[src/rtl/cpu_pkg.sv]
// Shared definitions for the fetch/decode slice: opcodes, ALU encodings, phase bits.
// Latency: n/a (constants, types and a helper function only).
// Backpressure: n/a.
package cpu_pkg;

  // Opcode field values, ir[15:12]; 9..15 are undefined.
  localparam logic [3:0] OP_NOP  = 4'h0;
  localparam logic [3:0] OP_ADD  = 4'h1;
  localparam logic [3:0] OP_SUB  = 4'h2;
  localparam logic [3:0] OP_AND  = 4'h3;
  localparam logic [3:0] OP_OR   = 4'h4;
  localparam logic [3:0] OP_LDI  = 4'h5;
  localparam logic [3:0] OP_JMP  = 4'h6;
  localparam logic [3:0] OP_BEQZ = 4'h7;
  localparam logic [3:0] OP_HALT = 4'h8;

  // alu_op encodings seen by the datapath.
  localparam logic [1:0] ALU_ADD = 2'd0;
  localparam logic [1:0] ALU_SUB = 2'd1;
  localparam logic [1:0] ALU_AND = 2'd2;
  localparam logic [1:0] ALU_OR  = 2'd3;

  // Bit positions inside the one-hot sequencer phase.
  localparam int ST_FETCH  = 0;
  localparam int ST_DECODE = 1;
  localparam int ST_EXEC   = 2;
  localparam int ST_SLEEP  = 3;

  // Coarse operation class carried from decode into execute.
  typedef enum logic [2:0] {
    CLS_NOP  = 3'd0,   // NOP and every illegal opcode
    CLS_ALU  = 3'd1,
    CLS_LDI  = 3'd2,
    CLS_JMP  = 3'd3,
    CLS_BEQZ = 3'd4,
    CLS_HALT = 3'd5
  } op_cls_t;

  function automatic logic is_onehot4(input logic [3:0] s);
    return (s != 4'b0000) && ((s & (s - 4'd1)) == 4'b0000);
  endfunction

endpackage

[src/rtl/instr_decoder.sv]
// Combinational instruction decoder: splits ir into fields, ALU op and op class.
// Latency: 0 cycles (pure combinational).
// Backpressure: none; outputs track ir continuously.
// Ports: ir in; alu_op, rd/rs/rt_addr, imm, imm_sel, illegal, op_cls out.
module instr_decoder
  import cpu_pkg::*;
#(
  parameter int IW = 16
) (
  input  logic [IW-1:0] ir,
  output logic [1:0]    alu_op,
  output logic [3:0]    rd_addr,
  output logic [3:0]    rs_addr,
  output logic [3:0]    rt_addr,
  output logic [7:0]    imm,
  output logic          imm_sel,
  output logic          illegal,
  output op_cls_t       op_cls
);

  logic [3:0] opcode;

  // Register and immediate fields are presented for every opcode; the
  // datapath decides which of them matter (rs/rt are don't-care for LDI).
  assign opcode  = ir[15:12];
  assign rd_addr = ir[11:8];
  assign rs_addr = ir[7:4];
  assign rt_addr = ir[3:0];
  assign imm     = ir[7:0];

  always_comb begin
    alu_op  = ALU_ADD;
    imm_sel = 1'b0;
    illegal = 1'b0;
    op_cls  = CLS_NOP;
    case (opcode)
      OP_NOP:  op_cls = CLS_NOP;
      OP_ADD:  begin op_cls = CLS_ALU; alu_op = ALU_ADD; end
      OP_SUB:  begin op_cls = CLS_ALU; alu_op = ALU_SUB; end
      OP_AND:  begin op_cls = CLS_ALU; alu_op = ALU_AND; end
      OP_OR:   begin op_cls = CLS_ALU; alu_op = ALU_OR;  end
      OP_LDI:  begin op_cls = CLS_LDI; imm_sel = 1'b1;   end
      OP_JMP:  op_cls = CLS_JMP;
      OP_BEQZ: op_cls = CLS_BEQZ;
      OP_HALT: op_cls = CLS_HALT;
      // Undefined opcodes run as NOP but are flagged.
      default: begin op_cls = CLS_NOP; illegal = 1'b1; end
    endcase
  end

endmodule

[src/rtl/fetch_decode_unit.sv]
// Fetch/decode front end: holds pc and ir, registers decoded fields, steps pc.
// Latency: ir loads at end of fetch, fields at end of decode, pc at end of execute.
// Backpressure: none; the external one-hot phase paces the unit, sleep/bad phase holds state.
// Ports: clk, rst (async, active-low), state, mem_rdata, rs_zero in;
//        mem_addr, pc, ir, alu_op, rd/rs/rt_addr, imm, imm_sel, reg_we,
//        halted, illegal, state_err out.
module fetch_decode_unit
  import cpu_pkg::*;
#(
  parameter int PC_W = 8,
  parameter int IW   = 16
) (
  input  logic            clk,
  input  logic            rst,
  input  logic [3:0]      state,
  input  logic [IW-1:0]   mem_rdata,
  input  logic            rs_zero,
  output logic [PC_W-1:0] mem_addr,
  output logic [PC_W-1:0] pc,
  output logic [IW-1:0]   ir,
  output logic [1:0]      alu_op,
  output logic [3:0]      rd_addr,
  output logic [3:0]      rs_addr,
  output logic [3:0]      rt_addr,
  output logic [7:0]      imm,
  output logic            imm_sel,
  output logic            reg_we,
  output logic            halted,
  output logic            illegal,
  output logic            state_err
);

  logic    onehot, active, in_fetch, in_decode, in_exec;
  op_cls_t op_cls;

  logic [1:0] dec_alu_op;
  logic [3:0] dec_rd, dec_rs, dec_rt;
  logic [7:0] dec_imm;
  logic       dec_imm_sel, dec_illegal;
  op_cls_t    dec_cls;

  // A zero or multi-hot phase behaves exactly like sleep.
  assign onehot    = is_onehot4(state);
  assign state_err = ~onehot;
  assign active    = onehot & ~state[ST_SLEEP];
  assign in_fetch  = active & state[ST_FETCH];
  assign in_decode = active & state[ST_DECODE];
  assign in_exec   = active & state[ST_EXEC];

  assign mem_addr = pc;

  assign reg_we = in_exec & ~halted & ((op_cls == CLS_ALU) | (op_cls == CLS_LDI));

  instr_decoder #(.IW(IW)) u_dec (
    .ir      (ir),
    .alu_op  (dec_alu_op),
    .rd_addr (dec_rd),
    .rs_addr (dec_rs),
    .rt_addr (dec_rt),
    .imm     (dec_imm),
    .imm_sel (dec_imm_sel),
    .illegal (dec_illegal),
    .op_cls  (dec_cls)
  );

  // Fetch and execute state; halted freezes both until reset.
  always_ff @(posedge clk or negedge rst) begin
    if (!rst) begin
      pc     <= '0;
      ir     <= '0;
      halted <= 1'b0;
    end else begin
      if (in_fetch && !halted) ir <= mem_rdata;
      if (in_exec && !halted) begin
        case (op_cls)
          CLS_JMP:  pc <= PC_W'(imm);
          CLS_BEQZ: pc <= rs_zero ? PC_W'(imm) : pc + PC_W'(1);
          CLS_HALT: halted <= 1'b1;
          default:  pc <= pc + PC_W'(1);   // wraps naturally at 2^PC_W
        endcase
      end
    end
  end

  // Decoded fields hold from one decode to the next, so illegal stays
  // visible through execute and the following fetch.
  always_ff @(posedge clk or negedge rst) begin
    if (!rst) begin
      alu_op  <= '0;
      rd_addr <= '0;
      rs_addr <= '0;
      rt_addr <= '0;
      imm     <= '0;
      imm_sel <= 1'b0;
      illegal <= 1'b0;
      op_cls  <= CLS_NOP;
    end else if (in_decode) begin
      alu_op  <= dec_alu_op;
      rd_addr <= dec_rd;
      rs_addr <= dec_rs;
      rt_addr <= dec_rt;
      imm     <= dec_imm;
      imm_sel <= dec_imm_sel;
      illegal <= dec_illegal;
      op_cls  <= dec_cls;
    end
  end

endmodule

[config.mk]
export PLATFORM = sky130hd
export DESIGN_NAME = fetch_decode_unit
export DESIGN_NICKNAME = d
export VERILOG_FILES = /design/src/rtl/cpu_pkg.sv /design/src/rtl/instr_decoder.sv /design/src/rtl/fetch_decode_unit.sv
export SDC_FILE = /design/constraint.sdc
export NUM_CORES = 1
export LEC_CHECK = 0
export BUFFER_PORTS_ARGS = -buffer_cell sky130_fd_sc_hd__buf_2
export CAP_MARGIN = 30
export CORE_UTILIZATION = 48
export DETAILED_ROUTE_END_ITERATION = 6
export GPL_TIMING_DRIVEN = 0
export MAX_ROUTING_LAYER = met4
export PLACE_DENSITY = 0.78
export SLEW_MARGIN = 40
export SYNTH_ARGS = -nofsm -noshare
export SYNTH_HDL_FRONTEND = slang
export SYNTH_SLANG_ARGS = --single-unit
[constraint.sdc]
create_clock -name clk -period 3.85 [get_ports clk]
set_input_delay 0.77 -clock clk [delete_from_list [all_inputs] [get_ports clk]]
set_output_delay 0.77 -clock clk [all_outputs]
set_load 0.1 [all_outputs]
After elaboration in Yosys (flattened, before gate mapping)
Index checks and enable logic that the tools add are counted.
{ "totals": {"register_bits": 52, "latch_bits": 0, "ramBits": 0, "mem_bits_ro": 0, "inputBits": 23, "output_inout_bits": 59, "word_cells": 55, "n_memories": 0} }
{ "op_classes": {"n_addsub": 2, "multipliers": 0, "div": 0, "n_lt_le_gt_ge": 0, "n_eq_ne": 13, "n_shift": 0, "mux": 6, "bitwise_logic": 12, "n_reduce_logical": 11} }
{ "ops": {"columns": ["operator", "n"], "rows": [
  ["$pmux 8 s3", 1],
  ["$eq 4x3->1 const B", 4],
  ["$pmux 3 s5", 1],
  ["$reduce_or 9->1", 1],
  ["$add 8x1->8 const B", 1],
  ["$eq 4x2->1 const B", 2],
  ["$logic_not 4->1", 2],
  ["$mux 8", 1],
  ["$and 1x1->1", 6],
  ["$eq 3x2->1 const B", 2],
  ["$eq 3x3->1 const B", 2],
  ["$pmux 2 s3", 1],
  ["$and 4x4->4", 1],
  ["$eq 4x1->1 const B", 1],
  ["$eq 4x4->1 const B", 1],
  ["$not 1->1", 4],
  ["$reduce_and 2->1", 2],
  ["$reduce_bool 4->1", 1],
  ["$reduce_or 4->1", 1],
  ["$sub 4x1->4 const B", 1],
  ["$eq 3x1->1 const B", 1],
  ["$logic_and 1x1->1", 3],
  ["$mux 1", 2],
  ["$logic_not 1->1", 1],
  ["$or 1x1->1", 1]
]} }

Depth between registers and ports, before layout
Gate-level depths: netlist (run 1).
{ "logic_depth": {"depth_word": 8, "ltp_mapped": 5, "depth_no_buf": 5} }

By module
A second synthesis (run 1) with hierarchy kept.
{ "unflattened": {"cells_unflattened": 209, "hier_area_um2": 2616.3} }
{ "modules_own_cells": {"columns": ["module", "instances", "cells_per_inst", "area_each_um2", "seq_area_each_um2"], "rows": [
  ["fetch_decode_unit", 1, 171, 2324.7, 1301.2],
  ["instr_decoder", 1, 38, 291.5, 0.0]
]} }

Worst setup path before layout (run 1)
Ideal clock, no wire load.
{ "synth_path": {"kind": "input port to output port", "startpoint": "in state[0]", "endpoint": "out reg_we", "t_arrival_ps": 4204, "required_time_ps": 3080, "slack_ps": -1124, "path_stages": 2, "path_buffers": 0, "cell_sequence": "nor4b_4 -> nor4b_1"} }
{ "synth_via": {"elab_chain_len": 8, "elab_cells_between_ends": 9, "classes_between": "1 x add/sub; 5 x bitwise; 3 x reduce/logical"} }
{ "synth_rtl": {"columns": ["item", "line_no", "source"], "rows": [
  ["start: declaration", "fetch_decode_unit.sv:15", "input logic [3:0] state,"],
  ["$sub 4x1->4", "cpu_pkg.sv:40", "return (s != 4'b0000) && ((s & (s - 4'd1)) == 4'b0000);"],
  ["$and 4x4->4", "cpu_pkg.sv:40", null],
  ["$logic_not 4->1", "cpu_pkg.sv:40", null],
  ["$logic_and 1x1->1 *", "cpu_pkg.sv:40", null],
  ["$and 1x1->1 *", "fetch_decode_unit.sv:45", "assign active = onehot & ~state[ST_SLEEP];"],
  ["$and 1x1->1 *", "fetch_decode_unit.sv:48", "assign in_exec = active & state[ST_EXEC];"],
  ["$and 1x1->1 * (2 in a row)", "fetch_decode_unit.sv:52", "assign reg_we = in_exec & ~halted & ((op_cls == CLS_ALU) | (op_cls == CLS_LDI));"],
  ["end: declaration", "fetch_decode_unit.sv:27", "output logic reg_we,"]
]} }
Every way passes the cells marked *; elsewhere a longest branch is shown, timed or not.

Worst setup path in the final report (run 1)
Ends and elaborated chain as after synthesis.

==> out/metrics.cfg, run 1 <==
[setup_path]
crit_end = reg_we
timing.rr.end = mem_addr[4]
critPathLaunch = state[0]
worstSetupStartpointType = input pin
worstPathArrival_ns = 1.97
end_kind = output pin
rr_worst_depth = 5
crit_type = input pin to output pin
required_ns = 3.08
timing.rr.start = op_cls[1]
crit_fanout = 5
rrSetupSlack_ns = 2.17

[routing]
drt_iter0_markers = 68
vias = 1792
first_pass_iters = 4
wl_per_cell_um = 12.7
antenna_left = 0
via_per_inst = 5.12
wirelength_um = 4430
drcViolationCount = 0

[sta]
clock_skew_ns = 0.00502
finalCritPeriodShare_pct = 71.1
rsz0062_at_grt = false
hold_viol_final = 0
slew-limit-headroom_pct = 54.5
timing.final.crit_period_ns = 2.74
fmax_ghz = 0.365
slew_violations = 0
tns_ns = 0
setup_violations = 0
worst_slew_pin_slew_ns = 0.681
worst_slack_ns = 1.11

[clocking]
clk_path_buf_depth = 2
cts_inserted_buffers = 5
postCtsSetupBuffers = 0
clk_pin_slew_ns = 0.09
cts_resized = 0
root_buffer = clkbuf_8
clock_latency_ns = 0.30
cts_tree = done
h-tree-depth = 2
clkSinkCount = 44
cts_hold_buf = 0

[global_routing]
grt_usage_pct = 19.5
globalRoute.totalOverflow = 0
antenna_found_initial = 0
grt_pass1_wl_um = 7320
grt_start_max_net_pins = 45
grt_pass1_vias = 1659

[synth]
synth_top_area_cell = dfrtp_1
synthTopCellsByArea = dfrtp_1 (50%), mux2_2 (8.2%), nand2_1 (7.5%)
syn_inst = 209
yosysTopAreaCellShare_pct = 49.9
synth_edf_count = 0
syn_area_per_cell_um2 = 10.6
asyncSetResetFlopFracSynth_pct = 100
ys_seq_elements = 44
ys_seq_area_share_pct = 49.9
synth_fp_nets = 233
yosys_warnings = 0
yosysUniqueCellTypes = 45
synth_flop_cell = dfrtp_1
syn_area_um2 = 2210

[finish]
antenna_cells = 0
drive_gt1_share_pct = 45.3
n_fill_cell = 367
fin_nets = 321
syn2layout_area_growth_pct = 26.9

[floorplan]
die_h_um = 69.8
io_pins = 82
core_um2 = 4380
initial_core_util_pct = 50.3
die_w_um = 69.8
num_rows = 24
die_area_um2 = 4870

[placed_design]
place_congestion = 0.795
hpwl_um = 3240
port_buffers = 81
preCtsSetupSlack_ns = 1.12

[run]
maxCapViolCount = 0

[run_status]
status = finished clean

[hold_path]
hold_path_class = input pin to async pin

==> worst min path at each step <==
| stage | start | end | slack, ns | cells past startpoint |
|---|---|---|---|---|
| after floorplan | rst | alu_op[0] | 0.47 | 0 |
| after global placement | rd_addr[2] | rd_addr[2] | 0.45 | 2 |
| after detailed placement | rd_addr[2] | rd_addr[2] | 0.46 | 2 |
| after CTS | rst | ir[11] | 0.47 | 1 |
| after global routing | rst | ir[11] | 0.49 | 1 |
| final | rst | ir[11] | 0.44 | 1 |
==> per-layer routing <==
layer / part of all wire, % / GRT usage (%) / vias up
met4: 1.5 / 7.33 / 0
met2: 49 / 31.9 / 61
met1: 45 / 23.9 / 846
met5: 0 / - / -
met3: 5.2 / 3.78 / 7
li1: - / - / 878
==> sequential cells by signal (all words and copies together) (netlist names) <==
register	flops
alu_op	2
halted	1
illegal	1
imm	1
imm_sel	1
ir	16
mem_addr	8
op_cls	3
rd_addr	4
rs_addr	4
rt_addr	3
==> Yosys cell counts, types with 2 or more instances <==
| cell | number |
|---|---|
| dfrtp_1 | 44 |
| nand2_1 | 44 |
| buf_4 | 16 |
| mux2_2 | 16 |
| mux2i_1 | 8 |
| nor2_1 | 8 |
| a21oi_1 | 7 |
| clkbuf_1 | 7 |
| inv_1 | 6 |
| nand3_1 | 5 |
| o21ai_0 | 5 |
| a2bb2oi_1 | 3 |
| nand3b_1 | 3 |
| xnor2_1 | 3 |
| a21oi_2 | 2 |
| nor3b_1 | 2 |
| o22ai_1 | 2 |
==> placed cells by master, fill, tap and decap left out, types with 2 or more instances in the layout <==
| cell | instances |
|---|---|
| nor3b_1 | 2 |
| a2bb2oi_1 | 3 |
| nor4b_2 | 2 |
| a21oi_1 | 7 |
| nand3b_1 | 3 |
| inv_1 | 6 |
| clkbuf_1 | 7 |
| buf_4 | 17 |
| o21ai_0 | 5 |
| dfrtp_1 | 44 |
| nand3_1 | 5 |
| nand2_1 | 44 |
| xnor2_1 | 3 |
| clkbuf_8 | 6 |
| o22ai_1 | 2 |
| nor2_1 | 8 |
| buf_2 | 81 |
| mux2_2 | 16 |
| mux2i_1 | 8 |
| a21oi_2 | 2 |
==> layout make-up <==
class	count	area, um^2	share of cell area, %
inverters	6	22.5	0.804
plain buffers	26	176	6.30
clock buffers	5	68.8	2.46
repair buffers	81	408	14.6
multi-input cells	133	913	32.6
clock inverters	3	46.3	1.65
flip-flops and latches	44	1100	39.3
well taps	52	65.1	2.32
==> logic make-up after synthesis <==
family                   after synthesis  synth area share (%)
AO/OA/AOI/OAI                         29                  9.81
multiplexers                          24                  11.8
AND/OR/NAND/NOR                       75                  17.3
flip-flops                            44                  49.9
adder cells (fa/ha/maj)                1                 0.567
buffers and inverters                 32                  9.01
XOR/XNOR                               4                  1.59
==> worst max-delay path: stages <==
cell and delay (ns):
buf_2 0.14, nor4b_4 0.32, nor4b_2 0.27, buf_2 0.47
==> per-stage QoR <==
stage	util, %	area, um^2	hold slack [ns]	std cells
after floorplan	-	2210	0.474	209
after global placement	61.2	2680	0.455	342
after detailed placement	61.3	2690	0.457	342
after CTS	63.9	2800	0.465	350
after global routing	63.9	2800	0.488	350
final	63.9	2800	0.445	350
Power of run 1 is not shown: default switching activity piles up to over one toggle a cycle in this logic, so the estimate is an artifact.
==> inputs of run 2 (changes only) <==
CORE_UTILIZATION = 44   (was 48)
PLACE_DENSITY = 0.75   (was 0.78)
clock period = 2.4 ns   (was 3.85 ns; I/O delays follow)
==> run 2 against run 1 <==
Effect of this change:
- worst hold slack worse by 0.28 ns
- non-clock buffer count stayed put
- wire length is 3.2% higher
- setup slack worse by 0.86 ns
- register-to-register slack worse by 1.5 ns
- critical path depth stayed put
- clock skew is 0.0040 ns higher
- flip-flop and latch count stayed put
==> out/metrics.cfg, run 2 (synthesized netlist as in run 1, its figures left out) <==
[setup_path]
worstPathArrival_ns = 1.67
rrSetupSlack_ns = 0.71
crit_family = buffers and inverters
path_cells = buf_2 > nor4b_4 > nor4b_4 > buf_2
rr_worst_depth = 5
crit_type = input pin to output pin
critPathMaxStageDelay_ns = 0.46
required_ns = 1.92
cp_slowest_cell = buf_2
end_kind = output pin
worstSetupStartpointType = input pin
critPathLaunch = state[0]
path_depth = 4
crit_fanout = 5
timing.rr.start = op_cls[1]
worst-path-buf-inv = 2

[sta]
fmax_ghz = 0.465
hold_viol_final = 0
worst_slew_pin_slew_ns = 0.716
setup_violations = 0
tns_ns = 0
rsz0062_at_grt = false
slew_violations = 0
clock_skew_ns = 0.00898
timing.final.crit_period_ns = 2.15
slew-limit-headroom_pct = 52.1
finalCritPeriodShare_pct = 89.6

[clocking]
postCtsSetupBuffers = 0
root_buffer = clkbuf_8
clkSinkCount = 44
cts_hold_buf = 0
clk_pin_slew_ns = 0.09
clock_latency_ns = 0.30
clk_path_buf_depth = 2
cts_tree = done
h-tree-depth = 2
cts_inserted_buffers = 5
cts_resized = 0

[finish]
n_fill_cell = 419
utilization_pct = 59.3
final_common_cell = buf_2
drive_gt1_share_pct = 45.6
final_cell_mix = buf_2 (81), nand2_1 (44), dfrtp_1 (43), buf_4 (17), mux2_2 (16)
largest-register = ir
fin_nets = 321
antenna_cells = 0
largest_reg_flops = 16
syn2layout_area_growth_pct = 28.5

[global_routing]
globalRoute.totalOverflow = 0
grt_start_max_net_pins = 45
grt_usage_pct = 19.1
antenna_found_initial = 0
grt_pass1_vias = 1611
grt_pass1_wl_um = 7460

[floorplan]
io_pins = 82
die_area_um2 = 5300
core_um2 = 4790
num_rows = 25
die_h_um = 72.8
die_w_um = 72.8
initial_core_util_pct = 46.1

[run_status]
status = finished clean

[routing]
drcViolationCount = 0
wirelength_um = 4580
antenna_left = 0
vias = 1750
wl_per_cell_um = 12.5
via_per_inst = 4.79
drt_iter0_markers = 82
first_pass_iters = 4

[run]
maxCapViolCount = 0

[placed_design]
place_congestion = 0.786
port_buffers = 81
hpwl_um = 3370

[hold_path]
hold_path_class = input pin to async pin

## run 2: cell types whose count changed in the layout (fill, tap and decap cells not counted), sizes merged
cell	change
clkbuf	+1
clkinv	+1
clkinvlp	-1
inv	-1
## run 2: worst paths after layout
| kind | endpoint |
|---|---|
| worst max-delay path | reg_we |
| worst min-delay path | rd_addr[3] |
| worst max register to register | mem_addr[4] |
| worst min register to register | rd_addr[0] |
| max in group asynchronous | halted |
| min in group clk | ir[15] |
## run 2: cell type report
class / instances / area, um^2 / area share (%)
clock inverter: 2 / 38.8 / 1.37
buffer: 26 / 176 / 6.22
sequential: 44 / 1100 / 38.9
clock buffer: 6 / 82.6 / 2.91
timing repair buffer: 81 / 408 / 14.4
inverter: 6 / 22.5 / 0.794
multi-input combinational: 133 / 922 / 32.5
tap: 67 / 83.8 / 2.96
## run 2: metrics by stage
stage                     cell area [um^2]  setup WS [ns]  instances  hold slack [ns]
after global routing                  2840          0.186        365            0.212
after global placement                2710          0.261        357            0.454
after floorplan                       2220         0.0690        209            0.184
after CTS                             2840          0.244        365            0.185
final                                 2840          0.251        365            0.162
after detailed placement              2720          0.217        357            0.456
## run 2: layer usage
| layer | part of all wire [%] | track usage [%] | up-vias |
|---|---|---|---|
| li1 | - | - | 885 |
| met2 | 48 | 31.3 | 53 |
| met4 | 0.59 | 4.58 | 0 |
| met3 | 6.0 | 5.52 | 4 |
| met1 | 45 | 23.3 | 808 |
| met5 | 0 | - | - |
Power of run 2 is left out for the same reason.
==> inputs of run 3 (changes only) <==
ABC_AREA = 1   (was not set)
CORE_UTILIZATION = 48   (was 44)
PLACE_DENSITY = 0.78   (was 0.75)
clock period = 2.25 ns   (was 2.4 ns; I/O delays follow)
==> run 3 against run 2 <==
Effect of this change:
- global-route usage rose by 2.8 points
- cell count rose by 15%
- the flow now finishes with violations (DRC)
- critical endpoint unchanged
- final area rose by 0.40%
- clock skew barely moved
- non-clock buffer count fell by 4
==> out/metrics.cfg, run 3 <==
[sta]
rsz0062_at_grt = false
slew-limit-headroom_pct = 63.3
hold_viol_final = 0
clock_skew_ns = 0.00905
worst_slew_pin_slew_ns = 0.551
timing.final.crit_period_ns = 2.10
fmax_ghz = 0.476
finalCritPeriodShare_pct = 93.4
setup_violations = 0
tns_ns = 0
worst_slack_ns = 0.148
whs_ns = 0.132
slew_violations = 0

[synth]
synth_common_cells = nand2_1 (94), dfrtp_1 (44), inv_1 (36)
syn_area_um2 = 2280
ys_seq_area_share_pct = 48.3
synth_flop_cell = dfrtp_1
yosysTopAreaCellShare_pct = 48.3
yosys.area_share.xor_xnor_pct = 0.384
yosysUniqueCellTypes = 25
syn_inst = 279
synth_top_family_by_area = simple AND/OR/NAND/NOR gates
syn_area_per_cell_um2 = 8.18
synthTopCellsByArea = dfrtp_1 (48%), nand2_1 (15%), inv_1 (5.9%)
synth_edf_count = 0
synthSimpleGateAreaFrac_pct = 24.8
synth_top_area_cell = dfrtp_1
synth_compound_area_share_pct = 12.2
asyncSetResetFlopFracSynth_pct = 100
yosys.area_share.adder_pct = 0.549
synthMuxAreaShare_pct = 0
synth_most_common_cell = nand2_1
synth_fp_nets = 303
ys_seq_elements = 44
yosys_warnings = 0

[pwr]
pwr-share-seq_pct = 39.5
clockPowerShare_pct = 20.6
ir_drop_v = 0.000635
p_comb_share_pct = 39.8
pwr_density_cell_nw_per_um2 = 799
p_int_uw = 1200
p_leak_uw = 0.00163
switchingPower_uw = 1070
power_switching_share_pct = 47.2

[routing]
drt_iter0_markers = 108
wl_per_cell_um = 11.7
top_layer = met4
via_per_inst = 4.89
antenna_left = 0
drcViolationCount = 6
wl_met3_um = 233
first_pass_iters = 7
wirelength_um = 4910
wl_met2_um = 2410
vias = 2048
wl_met1_um = 2250

[setup_path]
path_cells = inv_1 > nand4_2 > nor3_4 > buf_2
crit_fanout = 3
worstPathArrival_ns = 1.65
critPathMaxStageDelay_ns = 0.44
worst-path-buf-inv = 2
rrSetupSlack_ns = 0.94
worstSetupStartpointType = flop
cp_slowest_cell = dfrtp_2
crit_family = buffers and inverters
required_ns = 1.80
end_kind = output pin
crit_type = flop to output pin

[floorplan]
die_w_um = 70.9
num_rows = 24
core_um2 = 4470
die_h_um = 70.9
io_pins = 82
initial_core_util_pct = 51.0
die_area_um2 = 5030

[placed_design]
port_buffers = 81
hpwl_um = 3690
place_congestion = 0.830
preCtsSetupSlack_ns = 0.256
dp_cells = 412

[global_routing]
grt_start_max_net_pins = 45
grt_usage_pct = 21.9
globalRoute.totalOverflow = 0
grt_pass1_wl_um = 8300
grt_pass1_vias = 1847
antenna_found_initial = 0

[finish]
final_cell_mix = nand2_1 (94), buf_2 (83), dfrtp_1 (43), inv_1 (36), o21ai_0 (21)
fin_nets = 391
drive_gt1_share_pct = 36.8
antenna_cells = 0
n_fill_cell = 392
largest-register = ir
final_common_cell = nand2_1
syn2layout_area_growth_pct = 24.8
largest_reg_flops = 16
fin_cells = 419

[run_status]
status = finished, violations left
violations = DRC

[clocking]
cts_resized = 0
clkSinkCount = 44
postCtsSetupBuffers = 0
cts_tree = done
h-tree-depth = 2
cts_inserted_buffers = 5
clock_latency_ns = 0.30
clk_path_buf_depth = 2
cts_hold_buf = 0
clk_pin_slew_ns = 0.08
root_buffer = clkbuf_8

[run]
maxCapViolCount = 0

[hold_path]
hold_path_class = input pin to async pin

[run 3: cell count changes after synthesis, sizes merged, moves of 4 or more]
cell    previous run  this run
inv                6        38
buf               18        22
nand3              5        15
a21oi              9         2
nand2             44        95
mux2              16         0
mux2i              8         0
clkbuf             8         0
o21ai              5        38
[run 3: metal layers]
layer  GRT usage (%)  vias up
met5               -        -
met4            5.33        0
met3            5.13        4
met2            36.1       65
met1            27.4      946
li1                -     1033
[run 3: final cells by class]
| cell class | count | area, um^2 | share of cell area, % |
|---|---|---|---|
| inverter | 38 | 145 | 5.10 |
| sequential | 44 | 1100 | 38.7 |
| tap | 52 | 65.1 | 2.28 |
| clock inverter | 1 | 5.00 | 0.176 |
| clock buffer | 6 | 72.6 | 2.55 |
| multi-input combinational | 175 | 881 | 30.9 |
| buffer | 22 | 169 | 5.93 |
| timing repair buffer | 81 | 408 | 14.3 |
[run 3: cells by family after synthesis]
logic type                 count (synthesis)
adders and majority gates                  1
buffers and inverters                     60
DFF                                       44
and+or+nand+nor                          129
xor gates and xnor gates                   1
AOI/OAI and AO/OA                         44
[run 3: worst paths after layout]
path                               from     endpoint  depth (start not counted)
min reg2reg                   alu_op[0]    alu_op[0]                          1
max reg2reg                   op_cls[0]  mem_addr[7]                          8
max in group asynchronous           rst       halted                          1
min                                 rst  mem_addr[5]                          1
min in group clk           mem_rdata[2]        ir[2]                          3
max                              halted       reg_we                          4
[run 3: power groups by stage]
stage | clock network (uW) | logic [uW] | registers [uW]
finish | 469 | 906 | 898
global route | 510 | 939 | 910
CTS | 477 | 910 | 899
detailed placement | 0 | 909 | 914
global placement | 0 | 900 | 913
floorplan | 0 | 358 | 1310
[run 3: worst register-to-register path: stages (launching register included)]
cell and delay [ns]:
dfrtp_1 0.43, nor2_2 0.19, nand2_1 0.07, nand2_1 0.10, nand2_4 0.09, inv_2 0.14, nand2_1 0.07, nand3_1 0.08
nand2_1 0.05
[run 3: metrics by stage]
stage | instance area (um^2) | utilization (%) | power (uW)
6_report | 2850 | 63.6 | 2270
5_1_grt | 2850 | 63.6 | 2360
4_1_cts | 2850 | 63.6 | 2290
3_5_place_dp | 2770 | 61.9 | 1820
3_3_place_gp | 2770 | 61.9 | 1810
2_1_floorplan | 2300 | - | 1670
No activity file was read; power rests on OpenSTA's default activity.
